[src/rtl/residual_stream_if.sv]
// Pixel-in / residual-out stream bundle for residual_stream, including the
// per-block header fields that accompany the residual beats.
interface residual_stream_if #(
  parameter int NUM_CHANNELS = 4,
  parameter int CHANNEL_W    = 8
);
  localparam int PW = NUM_CHANNELS * CHANNEL_W;
  localparam int WW = $clog2(CHANNEL_W + 1);

  logic                       in_valid;
  logic                       in_ready;
  logic [PW-1:0]              in_pixel;
  logic                       out_valid;
  logic                       out_ready;
  logic [PW-1:0]              out_data;
  logic                       out_first;
  logic                       out_last;
  logic [PW-1:0]              hdr_min;
  logic [NUM_CHANNELS-1:0]    hdr_skip;
  logic [NUM_CHANNELS*WW-1:0] hdr_width;
  logic                       hdr_compressable;

  modport master (
    output in_valid, in_pixel, out_ready,
    input  in_ready, out_valid, out_data, out_first, out_last,
           hdr_min, hdr_skip, hdr_width, hdr_compressable
  );

  modport slave (
    input  in_valid, in_pixel, out_ready,
    output in_ready, out_valid, out_data, out_first, out_last,
           hdr_min, hdr_skip, hdr_width, hdr_compressable
  );
endinterface

[src/rtl/residual_stream.sv]
// Block residual stage: buffers NUM_PIXELS pixels, derives per-channel min/width
// header, replays residuals (or raw pixels). Optional RESIDUAL_STREAM_STATS_EN.
module residual_stream #(
  parameter int NUM_PIXELS   = 32,
  parameter int NUM_CHANNELS = 4,
  parameter int CHANNEL_W    = 8,
  parameter int BIT_BUDGET   = 14
) (
  input  logic                clk,
  input  logic                rst,
  residual_stream_if.slave    bus
`ifdef RESIDUAL_STREAM_STATS_EN
  ,
  output logic [31:0]         stat_blocks,
  output logic [31:0]         stat_raw
`endif
);
  localparam int PW = NUM_CHANNELS * CHANNEL_W;
  localparam int WW = $clog2(CHANNEL_W + 1);
  localparam int CW = $clog2(NUM_PIXELS);
  localparam int SW = $clog2(NUM_CHANNELS * CHANNEL_W + 1);
  localparam logic [CW-1:0] LAST_IDX = CW'(NUM_PIXELS - 1);

  typedef enum logic [1:0] {COLLECT, COMPUTE, EMIT} state_t;

  state_t                     state;
  logic [CW-1:0]              idx;
  logic [CW-1:0]              idx_next;
  logic [PW-1:0]              buffer [NUM_PIXELS];
  logic [PW-1:0]              run_min;
  logic [PW-1:0]              run_max;
  logic                       accept;

  logic [CHANNEL_W-1:0]       diff;
  logic [WW-1:0]              width_c;
  logic [NUM_CHANNELS-1:0]    skip_all;
  logic [NUM_CHANNELS*WW-1:0] width_all;
  logic [SW-1:0]              width_sum;
  logic                       comp;
  logic [PW-1:0]              h_min;
  logic [NUM_CHANNELS-1:0]    h_skip;
  logic [NUM_CHANNELS*WW-1:0] h_width;

  function automatic logic [WW-1:0] bit_len(input logic [CHANNEL_W-1:0] v);
    logic [WW-1:0] r;
    r = '0;
    for (int unsigned i = 0; i < CHANNEL_W; i++)
      if (v[i]) r = WW'(i + 1);
    return r;
  endfunction

  function automatic logic [PW-1:0] ch_min(input logic [PW-1:0] a, input logic [PW-1:0] b);
    logic [PW-1:0] r;
    r = '0;
    for (int unsigned c = 0; c < NUM_CHANNELS; c++)
      r[c*CHANNEL_W +: CHANNEL_W] = (b[c*CHANNEL_W +: CHANNEL_W] < a[c*CHANNEL_W +: CHANNEL_W])
                                    ? b[c*CHANNEL_W +: CHANNEL_W] : a[c*CHANNEL_W +: CHANNEL_W];
    return r;
  endfunction

  function automatic logic [PW-1:0] ch_max(input logic [PW-1:0] a, input logic [PW-1:0] b);
    logic [PW-1:0] r;
    r = '0;
    for (int unsigned c = 0; c < NUM_CHANNELS; c++)
      r[c*CHANNEL_W +: CHANNEL_W] = (b[c*CHANNEL_W +: CHANNEL_W] > a[c*CHANNEL_W +: CHANNEL_W])
                                    ? b[c*CHANNEL_W +: CHANNEL_W] : a[c*CHANNEL_W +: CHANNEL_W];
    return r;
  endfunction

  // A raw block carries base 0, so one subtractor serves both residual and raw beats.
  function automatic logic [PW-1:0] residual(input logic [PW-1:0] pix, input logic [PW-1:0] base);
    logic [PW-1:0] r;
    r = '0;
    for (int unsigned c = 0; c < NUM_CHANNELS; c++)
      r[c*CHANNEL_W +: CHANNEL_W] = pix[c*CHANNEL_W +: CHANNEL_W] - base[c*CHANNEL_W +: CHANNEL_W];
    return r;
  endfunction

  assign bus.in_ready = (state == COLLECT);
  assign accept       = bus.in_valid && (state == COLLECT);
  assign idx_next     = idx + 1'b1;

  always_comb begin
    diff      = '0;
    width_c   = '0;
    skip_all  = '0;
    width_all = '0;
    width_sum = '0;
    for (int unsigned c = 0; c < NUM_CHANNELS; c++) begin
      diff        = run_max[c*CHANNEL_W +: CHANNEL_W] - run_min[c*CHANNEL_W +: CHANNEL_W];
      width_c     = bit_len(diff);
      skip_all[c] = (diff == '0);
      width_all[c*WW +: WW] = width_c;
      width_sum   = width_sum + SW'(width_c);
    end
    comp = (32'(width_sum) <= 32'(BIT_BUDGET));
    if (comp) begin
      h_min   = run_min;
      h_skip  = skip_all;
      h_width = width_all;
    end else begin
      h_min   = '0;
      h_skip  = '0;
      h_width = '0;
      for (int unsigned c = 0; c < NUM_CHANNELS; c++)
        h_width[c*WW +: WW] = WW'(CHANNEL_W);
    end
  end

  always_ff @(posedge clk) begin
    if (accept) buffer[idx] <= bus.in_pixel;
  end

  always_ff @(posedge clk) begin
    if (rst) begin
      state                <= COLLECT;
      idx                  <= '0;
      run_min              <= '0;
      run_max              <= '0;
      bus.out_valid        <= 1'b0;
      bus.out_first        <= 1'b0;
      bus.out_last         <= 1'b0;
      bus.out_data         <= '0;
      bus.hdr_min          <= '0;
      bus.hdr_skip         <= '0;
      bus.hdr_width        <= '0;
      bus.hdr_compressable <= 1'b0;
    end else begin
      case (state)
        COLLECT: begin
          if (accept) begin
            if (idx == '0) begin
              run_min <= bus.in_pixel;
              run_max <= bus.in_pixel;
            end else begin
              run_min <= ch_min(run_min, bus.in_pixel);
              run_max <= ch_max(run_max, bus.in_pixel);
            end
            if (idx == LAST_IDX) begin
              idx   <= '0;
              state <= COMPUTE;
            end else begin
              idx <= idx_next;
            end
          end
        end
        COMPUTE: begin
          bus.hdr_min          <= h_min;
          bus.hdr_skip         <= h_skip;
          bus.hdr_width        <= h_width;
          bus.hdr_compressable <= comp;
          // Beat 0 is preloaded here so out_valid rises the cycle after COMPUTE.
          bus.out_data         <= residual(buffer[0], h_min);
          bus.out_valid        <= 1'b1;
          bus.out_first        <= 1'b1;
          bus.out_last         <= 1'b0;
          state                <= EMIT;
        end
        EMIT: begin
          if (bus.out_ready) begin
            if (idx == LAST_IDX) begin
              bus.out_valid <= 1'b0;
              bus.out_first <= 1'b0;
              bus.out_last  <= 1'b0;
              idx           <= '0;
              state         <= COLLECT;
            end else begin
              bus.out_data  <= residual(buffer[idx_next], bus.hdr_min);
              bus.out_first <= 1'b0;
              bus.out_last  <= (idx_next == LAST_IDX);
              idx           <= idx_next;
            end
          end
        end
        default: state <= COLLECT;
      endcase
    end
  end

`ifdef RESIDUAL_STREAM_STATS_EN
  always_ff @(posedge clk) begin
    if (rst) begin
      stat_blocks <= '0;
      stat_raw    <= '0;
    end else if (state == COMPUTE) begin
      if (stat_blocks != '1) stat_blocks <= stat_blocks + 32'd1;
      if (!comp && stat_raw != '1) stat_raw <= stat_raw + 32'd1;
    end
  end
`endif

endmodule

[src/flat_wrapper.sv]
// flat-port wrapper written by rule: the top's interface ports become plain ports
module residual_stream_flat 
#(
  parameter int NUM_PIXELS   = 32,
  parameter int NUM_CHANNELS = 4,
  parameter int CHANNEL_W    = 8,
  parameter int BIT_BUDGET   = 14
)
  (clk, rst, bus_in_valid, bus_in_pixel, bus_out_ready, bus_in_ready, bus_out_valid, bus_out_data, bus_out_first, bus_out_last, bus_hdr_min, bus_hdr_skip, bus_hdr_width, bus_hdr_compressable);
  residual_stream_if #(.NUM_CHANNELS(NUM_CHANNELS), .CHANNEL_W(CHANNEL_W)) bus_i ();
  input  logic clk;
  input  logic rst;
  input wire logic [$bits(bus_i.in_valid)-1:0] bus_in_valid;
  input wire logic [$bits(bus_i.in_pixel)-1:0] bus_in_pixel;
  input wire logic [$bits(bus_i.out_ready)-1:0] bus_out_ready;
  output wire logic [$bits(bus_i.in_ready)-1:0] bus_in_ready;
  output wire logic [$bits(bus_i.out_valid)-1:0] bus_out_valid;
  output wire logic [$bits(bus_i.out_data)-1:0] bus_out_data;
  output wire logic [$bits(bus_i.out_first)-1:0] bus_out_first;
  output wire logic [$bits(bus_i.out_last)-1:0] bus_out_last;
  output wire logic [$bits(bus_i.hdr_min)-1:0] bus_hdr_min;
  output wire logic [$bits(bus_i.hdr_skip)-1:0] bus_hdr_skip;
  output wire logic [$bits(bus_i.hdr_width)-1:0] bus_hdr_width;
  output wire logic [$bits(bus_i.hdr_compressable)-1:0] bus_hdr_compressable;
  assign bus_i.in_valid = bus_in_valid;
  assign bus_i.in_pixel = bus_in_pixel;
  assign bus_i.out_ready = bus_out_ready;
  assign bus_in_ready = bus_i.in_ready;
  assign bus_out_valid = bus_i.out_valid;
  assign bus_out_data = bus_i.out_data;
  assign bus_out_first = bus_i.out_first;
  assign bus_out_last = bus_i.out_last;
  assign bus_hdr_min = bus_i.hdr_min;
  assign bus_hdr_skip = bus_i.hdr_skip;
  assign bus_hdr_width = bus_i.hdr_width;
  assign bus_hdr_compressable = bus_i.hdr_compressable;
  residual_stream #(.NUM_PIXELS(NUM_PIXELS), .NUM_CHANNELS(NUM_CHANNELS), .CHANNEL_W(CHANNEL_W), .BIT_BUDGET(BIT_BUDGET)) u_core (.clk(clk), .rst(rst), .bus(bus_i));
endmodule
[config.mk]
export PLATFORM = sky130hd
export DESIGN_NAME = residual_stream_flat
export DESIGN_NICKNAME = d
export VERILOG_FILES = /design/src/rtl/residual_stream_if.sv /design/src/rtl/residual_stream.sv /design/src/flat_wrapper.sv
export SDC_FILE = /design/constraint.sdc
export NUM_CORES = 2
export LEC_CHECK = 0
export ABC_CLOCK_PERIOD_IN_PS = 9100
export CORE_MARGIN = 2
export CORE_UTILIZATION = 40
export CTS_CLUSTER_DIAMETER = 120
export DETAILED_ROUTE_END_ITERATION = 10
export GPL_TIMING_DRIVEN = 0
export SETUP_SLACK_MARGIN = 0.02
export SLEW_MARGIN = 20
export SYNTH_ARGS = -nofsm -noshare
export SYNTH_HDL_FRONTEND = slang
export SYNTH_SLANG_ARGS = --single-unit
[constraint.sdc]
create_clock -name clk -period 9.1 [get_ports clk]
set_input_delay 2.73 -clock clk [delete_from_list [all_inputs] [get_ports clk]]
set_output_delay 2.73 -clock clk [all_outputs]
set_load 0.02 [all_outputs]
* Yosys cells after proc, flatten, opt, wreduce, memory -nomap -nowiden *
Memory sizes are Yosys's and may differ from the RTL's.
Cells that the tools add are included.

word-level totals
  bits in registers = 159
  RAM bits = 1,024
  bits of input ports = 36
  output and inout bits = 89
  logic and storage cells = 150
  memories = 1

cells by class
  add/sub/neg operators = 16
  magnitude comparators = 9
  eq/ne operators = 9
  multiplexer cells = 67
  reduce and logical (&&, ||, !) cells = 30

memory list
  memory         depth  bits a word  rd ports  clocked after memory_dff  write ports  RTL line               source
  u_core.buffer  32     32           2         0                         1            residual_stream.sv:29  logic [PW-1:0] buffer [NUM_PIXELS];

operators with widths
  kind                                                                      count
  32-bit two-way mux                                                        5
  8-bit subtractor                                                          12
  8-bit two-way mux                                                         8
  32-bit case mux with 2 select lines                                       1
  3-bit two-way mux                                                         16
  3-bit AND reduction                                                       11
  8-bit greater-than comparator                                             4
  8-bit logical NOT                                                         4
  8-bit less-than comparator                                                4
  2-bit two-way mux                                                         12
  4-bit two-way mux                                                         5
  2-bit nonzero test                                                        10
  16-bit two-way mux                                                        1
  5-bit two-way mux                                                         3
  6-bit by 4-bit adder with 6-bit output                                    2
  1-bit two-way mux                                                         11
  5-bit == test (second input constant)                                     2
  5-bit case mux with 2 select lines                                        1
  6-bit by 4-bit <= comparator with 1-bit output (second input constant)    1
  2-bit by 1-bit inequality test with 1-bit output (second input constant)  3
  1-bit case mux with 2 select lines                                        3
  2-bit case mux with 3 select lines                                        1
  4-bit by 4-bit adder with 5-bit output                                    1
  5-bit by 1-bit adder with 5-bit output (second input constant)            1
  other kinds (8)                                                           9

* Depth between registers and ports, before layout *
  word-level depth = 16
  gate-level depth with buffers = 34
  mapped depth without buffers = 33

* Least setup slack after synthesis *
OpenSTA, ideal clock, no wires.

  path type = register -> register
  start = register u_core.run_min[9]
  end = register u_core.bus.out_data[7]
  library setup time = 0.086 ns
  arrival = 7.161 ns
  required time = 9.014 ns
  slack = 1.854 ns
  cell stages (with the launch flop) = 35
  path buffers = 3
  period minus slack after synthesis = 7.246 ns
  path through = dfxtp_1 -> inv_1 -> ha_1 -> nor2b_1 -> o21ai_0 -> a21oi_1 -> o311a_1 -> o22a_1 -> xor2_1 -> inv_1 -> a21oi_1 -> ha_1 -> inv_1 -> fa_1 -> inv_1 -> fa_1 -> ha_1 -> inv_1 -> fa_1 -> xor2_1 -> nor4b_1 -> a2111oi_0 -> clkbuf_1 -> buf_2 -> buf_1 -> nand2_1 -> ha_1 -> nor2b_1 -> o21ai_0 -> a21boi_0 -> o21a_1 -> o41a_1 -> xnor2_1 -> nand2_1 -> a211oi_1

between the ends
  cells in the longest elaborated chain, start to end = 15

RTL lines
  element                                                RTL line                  source
  from (decl)                                            residual_stream.sv:30     logic [PW-1:0] run_min;
  from (signal assigned)                                 residual_stream.sv:133    run_min <= bus.in_pixel;
  from (signal assigned)                                 residual_stream.sv:136    run_min <= ch_min(run_min, bus.in_pixel);
  8-bit subtractor *                                     residual_stream.sv:90     diff = run_max[c*CHANNEL_W +: CHANNEL_W] - run_min[c*CHANNEL_W +: CHANNEL_W];
  2-bit two-way mux (2 in a row)                         residual_stream.sv:48     if (v[i]) r = WW'(i + 1);
  3-bit two-way mux (4 in a row)                         residual_stream.sv:48
  4-bit two-way mux *                                    residual_stream.sv:48
  4-bit by 4-bit adder with 5-bit output *               residual_stream.sv:94     width_sum = width_sum + SW'(width_c);
  6-bit by 4-bit adder with 6-bit output * (2 in a row)  residual_stream.sv:94
  6-bit by 4-bit <= comparator with 1-bit output *       residual_stream.sv:96     comp = (32'(width_sum) <= 32'(BIT_BUDGET));
  32-bit two-way mux *                                   residual_stream.sv:97     if (comp) begin
  8-bit subtractor *                                     residual_stream.sv:75     r[c*CHANNEL_W +: CHANNEL_W] = pix[c*CHANNEL_W +: CHANNEL_W] - base[c*CHANNEL_W +: CHANNEL_W];
  32-bit case mux with 2 select lines *                  residual_stream.sv:129    case (state)
  to (signal assigned)                                   residual_stream.sv:153    bus.out_data <= residual(buffer[0], h_min);
  to (signal assigned)                                   residual_stream.sv:168    bus.out_data <= residual(buffer[idx_next], bus.hdr_min);
  to (decl)                                              residual_stream_if.sv:31  output in_ready, out_valid, out_data, out_first, out_last,

Mark *: on every way between the ends. The rest lies on a longest branch, timed or not.
A chain may end at the register's enable or synchronous reset.

* Worst setup path after layout *
  start = register u_core.idx[0]
  end = register u_core.bus.out_data[31]

between the ends
  cells in the longest elaborated chain, start to end = 6
  elaborated cells between the ends (all ways) = 9
  classes of those cells = add/sub: 2; eq/ne: 2; mux: 3; reduce/logical: 1; memory: 1

RTL lines
  element                                 RTL line                source
  from (decl)                             residual_stream.sv:27   logic [CW-1:0] idx;
  from (signal assigned)                  residual_stream.sv:143  idx <= idx_next;
  from (signal assigned)                  residual_stream.sv:171  idx <= idx_next;
  5-bit by 1-bit adder with 5-bit output  residual_stream.sv:81   assign idx_next = idx + 1'b1;
  memory 32 x 32 bit                      --
  8-bit subtractor                        residual_stream.sv:75
  32-bit two-way mux                      residual_stream.sv:161  if (idx == LAST_IDX) begin
  32-bit two-way mux                      residual_stream.sv:160  if (bus.out_ready) begin
  32-bit case mux with 2 select lines     residual_stream.sv:129

Parallel ways exist; a longest one is shown, timed or not. The select of a mux whose other input is x is not followed.

==> impl_metrics.tcl <==
set metrics [dict create \
    slew_headroom_pct 23.3 \
    grt_util_all_layers_pct 22.1 \
    synth_edf_count 1024 \
    hp-class "flop to flop" \
    wl_per_cell_um 28.5 \
    grt-ovfl-total 0 \
    numPortBuffers 123 \
    endpoint_kind "flop" \
    fp.coreArea_um2 126000 \
    whs_path_depth 2 \
    areaGrowthSynthToFinish_pct 17.2 \
    die-area_um2 130000 \
    cp-start-kind "flop" \
    clk_pin_slew_ns 0.07 \
    grt_pass1_wl_mm 206 \
    cp.depth 24 \
    drt-total-wl_mm 144 \
    power.density_nw_per_um2 232 \
    crit_chain "buf_6 > buf_8 > buf_12 > buf_6 > buf_6 > buf_4 > inv_1 > ha_1 > buf_2 > buf_2 > buf_1 > clkbuf_1 > mux4_2 > mux4_2 > mux2i_1 > inv_1 > ha_1 > a21o_1 > a21oi_1 > o21ai_0 > o31ai_1 > xnor2_1 > o311a_1 > a211oi_2" \
    fin_crit_sh_pct 93.9 \
    ir_worst_vdd_mv 0.243 \
    min_to "u_core.bus.hdr_skip[1]" \
    cpPeakStageDelay_ns 0.83 \
    ys_types 75 \
    tritoncts "built" \
    path_class "flop to flop" \
    finish.instance_area_um2 59700 \
    fin_crit_ns 8.55 \
    regArea_um2 33900 \
    clk_latency_ns 0.72 \
    synth_warnings 0 \
    ys_ff_latch 1183 \
    dp_hpwl_mm 102 \
    ys_async_sr_fraction_pct 0 \
    slowest_stage "buf_1" \
    syn_inst 3004 \
    cts-root-buf "clkbuf_16" \
    die_height_um 361 \
    dieWidth_um 361 \
    grt_pass1_vias 28000 \
    drive_above_1_share_pct 20.8 \
    grt_max_degree 37 \
    crit_top_cell "buf_6" \
    layout.nets 3521 \
    dr.pass1.iters 7 \
    slew_violations 0 \
    initial_utilization_pct 40.4 \
    place_congestion 0.888 \
    drt-initial-drc-count 3373 \
    clockBufferDepth 3 \
    required_ns 9.74 \
    reg2reg_setup_slack_ns 0.55 \
    critPathBufInv 12 \
    critPathArrivalTime_ns 9.18 \
    r2r_cells 24 \
    ios 125 \
    antenna_left 0 \
    ys.flop_type "edfxtp_1" \
    setup_violations 0 \
    postCtsSetupBuffers 0 \
    num-fill-cells 10800 \
    via_per_inst 5.67 \
    multiInputGateArea_um2 16100 \
    worst_r2r_endpoint "u_core.bus.out_data[31]" \
    syn_nets 3216 \
    whs_ns 0.450 \
    hold_violations 0 \
    syn_area_um2 50900 \
    num_rows 130 \
    numCtsBuffers 120 \
    cp_top_family "buffers and inverters" \
    drc 0 \
    r2r-start "u_core.idx[0]" \
    tightest_slew_ns 1.12 \
    synth-seq-area-share_pct 66.6 \
    max-cap-violations 0 \
    htree_levels 3 \
    placed_cell_area_um2 55700 \
    rsz0062_at_grt "no" \
    avgSynthCellArea_um2 16.9 \
    outcome "finished, final reports clean" \
    cts_sinks 1183 \
    worstHoldStart "u_core.bus.hdr_skip[1]" \
    leakagePower_uw 0.0194 \
    path_max_fanout 10 \
    max_freq_mhz 117 \
    clock_skew_ns 0.0366 \
    vias 28700 \
    antenna_found_initial 5 \
]
layer usage:
layer  vias to the layer above  GRT usage (%)  wire, um
met2                      1132           35.5     68500
met5                         -              0        27
met4                         4           7.42      4680
met1                     15000           30.9     61100
met3                       216           3.31     10000
li1                      12400              -         -
repair_timing:
item,in CTS,in global routing
setup endpoints to repair,7,20
gates cloned,0,0
gates resized for setup,1,9
hold buffers,0,0
tightest hold or removal path: stages (launching register included):
cell     delay [ns]
dfxtp_1        0.31
nand2_1        0.05
a21oi_1        0.05
power breakdown:
part / internal [uW] / total, uW / switching [uW]
Combinational: 1070 / 2930 / 1860
Clock: 2830 / 4920 / 2090
Sequential: 5940 / 5990 / 49.0
logic make-up after synthesis:
group / count (synthesis) / synth area share [%]
xor gates and xnor gates: 67 / 1.17
muxes: 409 / 15.8
adders and majority gates: 176 / 4.59
AOI/OAI and AO/OA: 313 / 4.03
DFF: 1183 / 66.6
and+or+nand+nor: 573 / 5.47
buffers and inverters: 283 / 2.31
layout by cell type (no fill, tap or decap), types with 33 or more instances in the layout:
master,instances
a21oi_1,106
clkbuf_1,106
mux2i_1,76
buf_12,34
inv_1,144
nor2b_1,33
nand2b_1,94
mux4_2,313
nor2_1,128
clkdlybuf4s50_1,91
dfxtp_1,159
o21ai_0,49
nand3_1,39
edfxtp_1,1024
ha_1,158
nand2_1,148
clkbuf_16,123
a21o_1,36
buf_2,61
xnor2_1,39
synthesized netlist by cell type (15+ instances only):
master / instances / area (um^2)
clkbuf_1: 83 / 312
a21oi_1: 106 / 531
ha_1: 158 / 1980
mux4_2: 313 / 7050
inv_1: 144 / 541
nand3_1: 39 / 195
nand2b_1: 94 / 588
o21ai_0: 49 / 245
nand2_1: 148 / 556
mux2i_1: 76 / 761
a21o_1: 36 / 270
and2_1: 17 / 106
edfxtp_1: 1024 / 30700
dfxtp_1: 159 / 3180
nor3_1: 30 / 150
a211oi_1: 26 / 195
buf_2: 29 / 145
fa_1: 18 / 360
xnor2_1: 39 / 342
mux2_2: 20 / 225
buf_1: 15 / 56.3
nor2_1: 160 / 601
xor2_1: 27 / 236
nor2b_1: 33 / 206
area by class of cell:
class | instances | share of cell area [%]
timing repair buffer | 183 | 4.15
buffer | 138 | 1.08
inverter | 145 | 0.912
clock inverter | 68 | 1.04
antenna | 2 | 0.00839
sequential | 1183 | 56.9
multi-input combinational | 1538 | 26.9
tap | 1650 | 3.46
clock buffer | 159 | 5.53
registers in the layout, indices dropped and copies added (netlist names):
name / flops
u_core.bus.hdr_compressable: 1
u_core.bus.out_data: 32
u_core.run_max: 32
u_core.bus.out_first: 1
u_core.bus.hdr_width: 16
u_core.state: 2
u_core.buffer: 1024
u_core.bus.hdr_skip: 4
u_core.bus.out_valid: 1
u_core.bus.hdr_min: 32
u_core.run_min: 32
u_core.bus.out_last: 1
u_core.idx: 5
worst max-delay path by stage:
stage,endpoint,startpoint,slack [ns]
floorplan,u_core.bus.out_data[7],u_core.run_min[9],1.85
global placement,u_core.bus.out_data[23],u_core.run_min[9],-0.07
detailed placement,u_core.bus.out_data[23],u_core.run_min[9],-0.08
CTS,u_core.bus.out_data[23],u_core.run_min[9],0.19
global route,u_core.bus.out_data[15],u_core.run_min[9],0.07
finish,u_core.bus.out_data[31],u_core.idx[0],0.55
through the flow:
stage               setup TNS (ns)  power [uW]  utilization [%]  std cells  setup slack [ns]
finish                           0       13800             47.4       5066             0.554
global route                     0       14400             47.4       5064            0.0739
CTS                              0       13900             47.4       5064             0.191
detailed placement          -0.190        8970             44.3       4837           -0.0767
global placement            -0.283        8960             43.1       4777           -0.0737
floorplan                        0        8000                -       3004              1.85
Power figures use the tool's default switching activity.
